==> src/rtl/sayeh_mem_pkg.sv <==
// Shared types and constants for the Sayeh memory arbiter.
// Imported by the arbiter top and its grant picker.
package sayeh_mem_pkg;

   typedef enum logic [1:0] {
      ST_IDLE    = 2'd0,
      ST_ISSUE   = 2'd1,
      ST_RD_WAIT = 2'd2,
      ST_DONE    = 2'd3
   } state_t;

   localparam int AW_DEF = 10;
   localparam int DW_DEF = 16;

   localparam logic [15:0] TIMEOUT_DATA = 16'hFFFF;

endpackage

==> src/rtl/sayeh_rr_pick.sv <==
// Two-requester grant picker, round-robin or fixed priority.
// Holds a pointer to the port that wins the next tie.
module sayeh_rr_pick
   import sayeh_mem_pkg::*;
#(
   parameter int FIXED_PRIO = 0
) (
   input  logic       clk,
   input  logic       rst_n,
   input  logic [1:0] req,
   input  logic       take,
   output logic       gnt_valid,
   output logic       gnt_port
);

   logic prio;

   always_comb begin
      gnt_valid = |req;
      gnt_port  = 1'b0;
      unique case (1'b1)
         (req == 2'b11): gnt_port = (FIXED_PRIO != 0) ? 1'b0 : prio;
         (req == 2'b10): gnt_port = 1'b1;
         default:        gnt_port = 1'b0;
      endcase
   end

   always_ff @(posedge clk) begin
      if (!rst_n) begin
         prio <= 1'b0;
      end else if (take && gnt_valid) begin
         prio <= ~gnt_port;
      end
   end

endmodule

==> src/rtl/sayeh_mem_arbiter.sv <==
// Shares the single-port MemIP RAM between the CPU bus and a
// secondary master, turning held strobes into one-cycle nd/we.
module sayeh_mem_arbiter
   import sayeh_mem_pkg::*;
#(
   parameter int AW         = AW_DEF,
   parameter int DW         = DW_DEF,
   parameter int TIMEOUT    = 64,
   parameter int FIXED_PRIO = 0
) (
   input  logic          clk,
   input  logic          ExternalReset_n,
   input  logic          p0_rd,
   input  logic          p0_wr,
   input  logic [15:0]   p0_addr,
   input  logic [DW-1:0] p0_din,
   output logic [DW-1:0] p0_dout,
   output logic          p0_ready,
   input  logic          p1_rd,
   input  logic          p1_wr,
   input  logic [15:0]   p1_addr,
   input  logic [DW-1:0] p1_din,
   output logic [DW-1:0] p1_dout,
   output logic          p1_ready,
   output logic [AW-1:0] mem_addr,
   output logic [DW-1:0] mem_din,
   output logic          mem_nd,
   output logic          mem_we,
   input  logic [DW-1:0] mem_dout,
   input  logic          mem_rdy,
   output logic          busy,
   output logic          owner,
   output logic          timeout_err
);

   localparam int CW = $clog2(TIMEOUT + 1);
   localparam logic [DW-1:0] TO_DATA = {DW{1'b1}};

   state_t        state;
   state_t        state_nxt;
   logic          op_wr;
   logic [AW-1:0] addr_q;
   logic [DW-1:0] din_q;
   logic [CW-1:0] cnt;
   logic [1:0]    req;
   logic          gnt_valid;
   logic          gnt_port;
   logic          rd_hit;
   logic          rd_to;
   logic          unused_addr_hi;

   assign unused_addr_hi = ^{p0_addr[15:AW], p1_addr[15:AW]};

   assign req = {p1_rd | p1_wr, p0_rd | p0_wr};

   sayeh_rr_pick #(
      .FIXED_PRIO(FIXED_PRIO)
   ) u_pick (
      .clk      (clk),
      .rst_n    (ExternalReset_n),
      .req      (req),
      .take     (state == ST_IDLE),
      .gnt_valid(gnt_valid),
      .gnt_port (gnt_port)
   );

   // rdy takes precedence over an expiring counter
   assign rd_hit = (state == ST_RD_WAIT) && mem_rdy;
   assign rd_to  = (state == ST_RD_WAIT) && !mem_rdy
                && (cnt == CW'(TIMEOUT - 1));

   assign mem_addr = addr_q;
   assign mem_din  = din_q;

   always_comb begin
      state_nxt = state;
      mem_nd    = 1'b0;
      mem_we    = 1'b0;
      p0_ready  = 1'b0;
      p1_ready  = 1'b0;
      busy      = (state != ST_IDLE);
      unique case (state)
         ST_IDLE: begin
            if (gnt_valid) state_nxt = ST_ISSUE;
         end
         ST_ISSUE: begin
            mem_we    = op_wr;
            mem_nd    = ~op_wr;
            state_nxt = op_wr ? ST_DONE : ST_RD_WAIT;
         end
         ST_RD_WAIT: begin
            if (rd_hit || rd_to) state_nxt = ST_DONE;
         end
         ST_DONE: begin
            p0_ready  = ~owner;
            p1_ready  = owner;
            state_nxt = ST_IDLE;
         end
         default: state_nxt = ST_IDLE;
      endcase
   end

   always_ff @(posedge clk) begin
      if (!ExternalReset_n) begin
         state       <= ST_IDLE;
         op_wr       <= 1'b0;
         addr_q      <= '0;
         din_q       <= '0;
         owner       <= 1'b0;
         cnt         <= '0;
         p0_dout     <= '0;
         p1_dout     <= '0;
         timeout_err <= 1'b0;
      end else begin
         state <= state_nxt;
         if (state == ST_IDLE && gnt_valid) begin
            owner  <= gnt_port;
            op_wr  <= gnt_port ? p1_wr : p0_wr;
            addr_q <= gnt_port ? p1_addr[AW-1:0]
                               : p0_addr[AW-1:0];
            din_q  <= gnt_port ? p1_din : p0_din;
         end
         if (state == ST_RD_WAIT) cnt <= cnt + 1'b1;
         else                     cnt <= '0;
         if (rd_hit || rd_to) begin
            if (owner) p1_dout <= rd_hit ? mem_dout : TO_DATA;
            else       p0_dout <= rd_hit ? mem_dout : TO_DATA;
         end
         if (rd_to) timeout_err <= 1'b1;
      end
   end

endmodule

==> config.mk <==
export PLATFORM = sky130hd
export DESIGN_NAME = sayeh_mem_arbiter
export DESIGN_NICKNAME = d
export VERILOG_FILES = /design/src/rtl/sayeh_mem_pkg.sv /design/src/rtl/sayeh_rr_pick.sv /design/src/rtl/sayeh_mem_arbiter.sv
export SDC_FILE = /design/constraint.sdc
export NUM_CORES = 1
export LEC_CHECK = 0
export CAP_MARGIN = 20
export CORE_ASPECT_RATIO = 0.9
export CORE_MARGIN = 2
export CORE_UTILIZATION = 40
export CTS_CLUSTER_DIAMETER = 80
export DETAILED_ROUTE_END_ITERATION = 6
export PLACE_DENSITY = 0.83
export SYNTH_ARGS = -nofsm -noshare
export SYNTH_HDL_FRONTEND = slang
export SYNTH_HIERARCHICAL = 1
export SYNTH_SLANG_ARGS = --single-unit
==> constraint.sdc <==
create_clock -name clk -period 2.23 [get_ports clk]
set_clock_uncertainty 0.05 [all_clocks]
set_input_delay 0.446 -clock clk [delete_from_list [all_inputs] [get_ports clk]]
set_output_delay 0.446 -clock clk [all_outputs]
set_load 0.02 [all_outputs]
==> results of run 1 <==
per-stage QoR:
step	std cells	total power, W	instance area [µm²]	TNS [ns]	hold slack, ns
2_1_floorplan	265	0.002973	2963	0	0.3799
3_3_place_gp	487	0.003951	4516	-1.279	0.3962
3_5_place_dp	487	0.004010	4516	-2.137	0.4051
4_1_cts	503	0.005062	4720	0	0.4218
5_1_grt	503	0.005288	4727	0	0.4467
6_report	503	0.005000	4727	0	0.4181
final cells by class:
| type | count | share of cell area, % |
|---|---|---|
| timing repair buffer | 149 | 32.35 |
| clock buffer | 10 | 2.912 |
| sequential | 71 | 30.07 |
| multi-input combinational | 170 | 30.44 |
| inverter | 4 | 0.3176 |
| tap | 93 | 2.462 |
| clock inverter | 6 | 1.456 |
cell usage after synthesis:
library cell  instances  area (µm²)
nor3_4                1       16.27
inv_1                 4       15.01
nand2_1              34       127.6
o21a_1                1       7.510
xnor2_1               1       8.760
or3_2                 2       15.01
and4b_1               1       10.01
or3_1                 1       6.260
nor2_1                5       18.77
nor2b_1               4       25.02
and3_1                1       6.260
o21ai_0               3       15.01
buf_2                 5       25.02
o211a_1              27       270.3
buf_8                 1       15.01
a21oi_1               2       10.01
a21boi_0              1       7.510
o221a_2              34       382.9
o21a_4                1       15.01
ha_1                  6       75.07
o211a_4               1       17.52
or2_2                 3       18.77
dfxtp_1              71        1421
xor2_1                2       17.52
nand3_2               1       10.01
mux2i_1              29       290.3
a31o_1                1       8.760
and2_1                3       18.77
clkbuf_1              9       33.78
nand3_1               3       15.01
buf_1                 4       15.01
buf_6                 1       11.26
nand2b_1              2       12.51
cell families after synthesis:
kind of cell	share of synthesized area, %
AND/OR/NAND/NOR	10.14
buffers and inverters	3.884
flip-flops	47.97
AO/OA/AOI/OAI	24.79
multiplexers	9.797
adder cells (fa/ha/maj)	2.534
XOR/XNOR	0.8870
per-layer routing:
metal  up-vias  GRT usage [%]  share of wire, %
met5         -              0                 0
met3         6          6.415               7.4
met4         0          7.115               1.0
li1       1275              -                 -
met2        91          32.56                50
met1      1235          22.21                42
flip-flops by register name, indices dropped and copies added (netlist names):
name and count:
cnt 7, mem_addr 10, mem_din 16, op_wr 1, owner 1, p0_dout 16
p1_dout 16, state 2, timeout_err 1, u_pick/prio 1
power by group through the flow:
stage	clock network [W]	logic (W)	registers, W
finish	0.00105	0.00222	0.00173
global placement	0	0.00220	0.00175
floorplan	0	0.000923	0.00205
global route	0.00112	0.00239	0.00178
CTS	0.00108	0.00225	0.00174
detailed placement	0	0.00225	0.00176
worst max-delay path: stages, from the launching register on:
cell	delay, ns
dfxtp_1	0.40
inv_1	0.10
ha_1	0.19
and2_1	0.16
dlygate4sd2_1	0.32
placed cells by master, fill, tap and decap left out, types with 2 or more instances in the layout:
cell               n
clkdlybuf4s50_1  133
dfxtp_1           71
nand2_1           34
o221a_2           34
mux2i_1           29
o211a_1           27
clkbuf_8          10
ha_1               6
nor2_1             5
buf_4              5
buf_12             5
inv_1              4
nor2b_1            4
or2_2              3
o21ai_0            3
nand3_1            3
dlymetal6s2s_1     3
and2_1             2
or3_2              2
a21oi_1            2
xor2_1             2
nand2b_1           2
clkinv_4           2
dlygate4sd2_1      2
what timing repair did:
action                     4_1_cts  5_1_grt
gates cloned                     0        0
setup endpoints to repair        2        3
resized for setup                2        3
worst paths after layout:
kind	start	endpoint	slack, ns	cells after the start
hold reg to reg	cnt[0]$_SDFF_PN0_	cnt[0]$_SDFF_PN0_	0.42	1
hold / removal	cnt[0]$_SDFF_PN0_	cnt[0]$_SDFF_PN0_	0.42	1
setup reg to reg	state[0]$_SDFFE_PN0P_	p0_dout[6]$_SDFFE_PN0P_	0.52	6
setup / recovery	state[1]$_SDFFE_PN0P_	mem_we	0.23	4
==> reports/summary.txt, run 1 <==
Final-report max-slew violation count -> 0
Root Driver -> clkbuf_8
Sequential cell area -> 1421 µm²
Die height -> 85.65 µm
Hpwl dp -> 5.750 mm
Synth Area per Inst -> 11.18 µm²
Post-Syn Instances -> 265
CP arrival -> 1.50 ns
Worst-Skew Late Latency -> 0.33 ns
Sequential share of the synthesized area -> 47.97%
Maximum clock rate -> 500.0 MHz
Fill cells -> 588
Ys Warns -> 6
Worst-path clk slew -> 0.08 ns
P_leak -> 2.085 nW
CTS tree -> yes
Unique masters post-synth -> 33
Ant diodes -> 0
Setup crit start kind -> flip-flop
Clk sinks -> 71
Comb power frac -> 44.4%
Relative slew slack -> 68.17%
Die X -> 94.72 µm
Synth Cell Area -> 2963 µm²
First-pass GRT wire length -> 12.15 mm
Final min period -> 2.000 ns
WL/cell -> 15.19 µm
Post-CTS setup buffers -> 0
Syn_nets -> 358
Setup ws final -> 0.2302 ns
Layout area overhead -> 59.54%
Multi-input combinational cell area -> 1439 µm²
DR vias/cell -> 5.183
Sw Pwr -> 0.001747 W
Setup violations, final -> 0
Initial Util -> 41.66%
Fin nets -> 498
RSZ-0062 raised after global routing -> no
# H-tree levels -> 3
Sw frac -> 34.94%
CTS buffer count -> 9
Via count -> 2,607
GR Overflow Total -> 0
Endpoints failing hold -> 0
Pin count of the biggest net entering global routing -> 36
Pint -> 0.003253 W
Actual slew at the worst max-slew pin -> 0.4774 ns
Status -> finished clean
Max Cap Viol -> 0
Hold_buf cts -> 0
Proportion of layout cells with a drive suffix above 1 -> 17.56%
Core area -> 7112 µm²
Crit. End Element -> primary output
Final WL -> 7.643 mm
Largest fanout on the critical path -> 5
Die ar. -> 8112 µm²
Row count -> 29
Hold Path Class -> reg2reg
Worst Path Required -> 1.73 ns
Clk buf depth -> 2
Dpl ws -> -0.09544 ns
Seq pwr share -> 34.7%
Seq cells post-synth -> 71
Port buffer count -> 139
GRT Total Usage -> 19.10%
Residual DRC -> 0
Vias in the first global route -> 2,545
I/O Pins -> 152
Clock share of power -> 20.9%
DR iter-0 viols -> 65
Global placer's final weighted congestion -> 0.7534
Core Util, Final -> 66.47%
Peak supply drop -> 0.0005591 V
Final period utilization -> 89.68%
Antenna-violating nets left -> 0
Initial antenna violation count -> 0
Crit Path Category -> reg2out
Pwr Density -> 1058 nW/µm²
1st-pass router iterations -> 4
(Power assumes the default switching activity.)
==> run 2, diff against run 1 <==
--- a/config.mk
+++ b/config.mk
@@ -5,9 +5,8 @@
 export SDC_FILE = /design/constraint.sdc
 export NUM_CORES = 1
 export LEC_CHECK = 0
-export CAP_MARGIN = 20
 export CORE_ASPECT_RATIO = 0.9
-export CORE_MARGIN = 2
+export CORE_MARGIN = 3
 export CORE_UTILIZATION = 40
 export CTS_CLUSTER_DIAMETER = 80
 export DETAILED_ROUTE_END_ITERATION = 6
==> run 2 against run 1 <==
Net effect:
- non-clock buffer count is the same
- clock power is essentially flat
- count of clock-buffer cells in the layout shrank 1
- final area shrank 0.34%
- sequential power is essentially flat
- critical path type unchanged
- highest routed layer unchanged
==> reports/summary.txt, run 2 (synthesis gave the netlist of run 1 again) <==
Dpl ws -> -0.1075 ns
Worst-Skew Late Latency -> 0.34 ns
Clk sinks -> 71
RSZ-0062 raised after global routing -> no
First-pass GRT wire length -> 12.45 mm
Fin nets -> 498
Core area -> 7112 µm²
Multi-input combinational cell area -> 1439 µm²
Hold_buf cts -> 0
Setup ws final -> 0.09090 ns
Setup_tns -> 0 ns
Initial antenna violation count -> 0
Sequential cell area -> 1423 µm²
I/O Pins -> 152
1st-pass router iterations -> 4
Post-CTS Resized -> 2
# H-tree levels -> 3
Setup violations, final -> 0
Root Driver -> clkbuf_8
Die ar. -> 8477 µm²
GR Overflow Total -> 0
Fill cells -> 587
WL/cell -> 15.74 µm
Cells after DPL -> 487
DR iter-0 viols -> 130
Largest fanout on the critical path -> 5
DR vias/cell -> 5.223
Crit. End Element -> primary output
Final min period -> 2.139 ns
Hold depth -> 1
Pwr Density -> 1053 nW/µm²
Status -> finished clean
Final WL -> 7.915 mm
Crit Path Category -> reg2out
Ant diodes -> 0
Clk buf depth -> 2
Relative slew slack -> 64.64%
P_leak -> 2.056 nW
Worst-path clk slew -> 0.08 ns
Final-report max-slew violation count -> 0
Actual slew at the worst max-slew pin -> 0.5304 ns
Endpoints failing hold -> 0
Commonest non-fill, non-tap cell in the layout -> clkdlybuf4s50_1
Worst Path Required -> 1.73 ns
Global placer's final weighted congestion -> 0.7466
Post-CTS setup buffers -> 0
Die height -> 87.65 µm
Layout Cells excl Fill -> 503
Pin count of the biggest net entering global routing -> 40
CTS tree -> yes
Residual DRC -> 0
Die X -> 96.72 µm
Proportion of layout cells with a drive suffix above 1 -> 17.80%
Vias in the first global route -> 2,575
Layout area overhead -> 58.99%
Hpwl dp -> 5.967 mm
Initial Util -> 41.66%
Path depth of the worst reg2reg path -> 6
Most frequent cells in the layout -> 134 x clkdlybuf4s50_1, 70 x dfxtp_1, 34 x nand2_1, 34 x o221a_2, 29 x mux2i_1
Port buffer count -> 139
Hold Path Class -> reg2reg
Maximum clock rate -> 467.5 MHz
Antenna-violating nets left -> 0
Max Cap Viol -> 0
CTS buffer count -> 9
Setup crit start kind -> flip-flop
Via count -> 2,627
Final period utilization -> 95.92%
Tot Pwr -> 0.004962 W
Row count -> 29
CP arrival -> 1.64 ns
GRT Total Usage -> 18.22%
Peak supply drop -> 0.0006426 V
[run 2: cell types whose count changed in the layout (fill, tap and decap cells not counted)]
cell	delta
clkbuf_8	-1
clkinv_2	-1
dfxtp_2	+1
buf_4	+1
dfxtp_1	-1
inv_6	+2
clkinvlp_4	+1
dlymetal6s2s_1	-1
clkinv_4	-1
clkdlybuf4s50_1	+1
buf_12	-1
[run 2: per-stage QoR]
| step | util (%) | hold slack, ns | instance area [µm²] |
|---|---|---|---|
| after floorplan | - | 0.3799 | 2963 |
| after global placement | 63.32 | 0.3946 | 4503 |
| after detailed placement | 63.32 | 0.4084 | 4503 |
| after CTS | 66.15 | 0.4264 | 4705 |
| after global routing | 66.24 | 0.4618 | 4711 |
| final | 66.24 | 0.4187 | 4711 |
[run 2: layout make-up]
class	instances	share of cell area, %
Clock buffer	9	2.629
Clock inverter	7	1.700
Inverter	4	0.3187
Multi-Input combinational cell	170	30.54
Sequential cell	71	30.20
Tap cell	93	2.470
Timing Repair Buffer	149	32.14
[run 2: critical path, cell delays in order (launching register included)]
cell and delay (ns):
dfxtp_1 0.40, ha_1 0.19, and2_1 0.12, clkdlybuf4s50_1 0.59
[run 2: power breakdown]
part,switching [W],internal [W]
clock,0.000515,0.000530
combinational,0.00107,0.00111
sequential,0.000175,0.00156
[run 2: final timing paths]
kind | startpoint | end | slack, ns
max | state[1]$_SDFFE_PN0P_ | p1_ready | 0.09
min | cnt[0]$_SDFF_PN0_ | cnt[0]$_SDFF_PN0_ | 0.42
max reg2reg | state[0]$_SDFFE_PN0P_ | p0_dout[15]$_SDFFE_PN0P_ | 0.56
min reg2reg | cnt[0]$_SDFF_PN0_ | cnt[0]$_SDFF_PN0_ | 0.42
[run 2: per-layer routing]
metal / part of all wire, % / GRT usage (%)
met4: 1.0 / 5.357
met1: 41 / 20.10
met2: 50 / 31.39
met5: 0 / 0
met3: 8.1 / 9.076
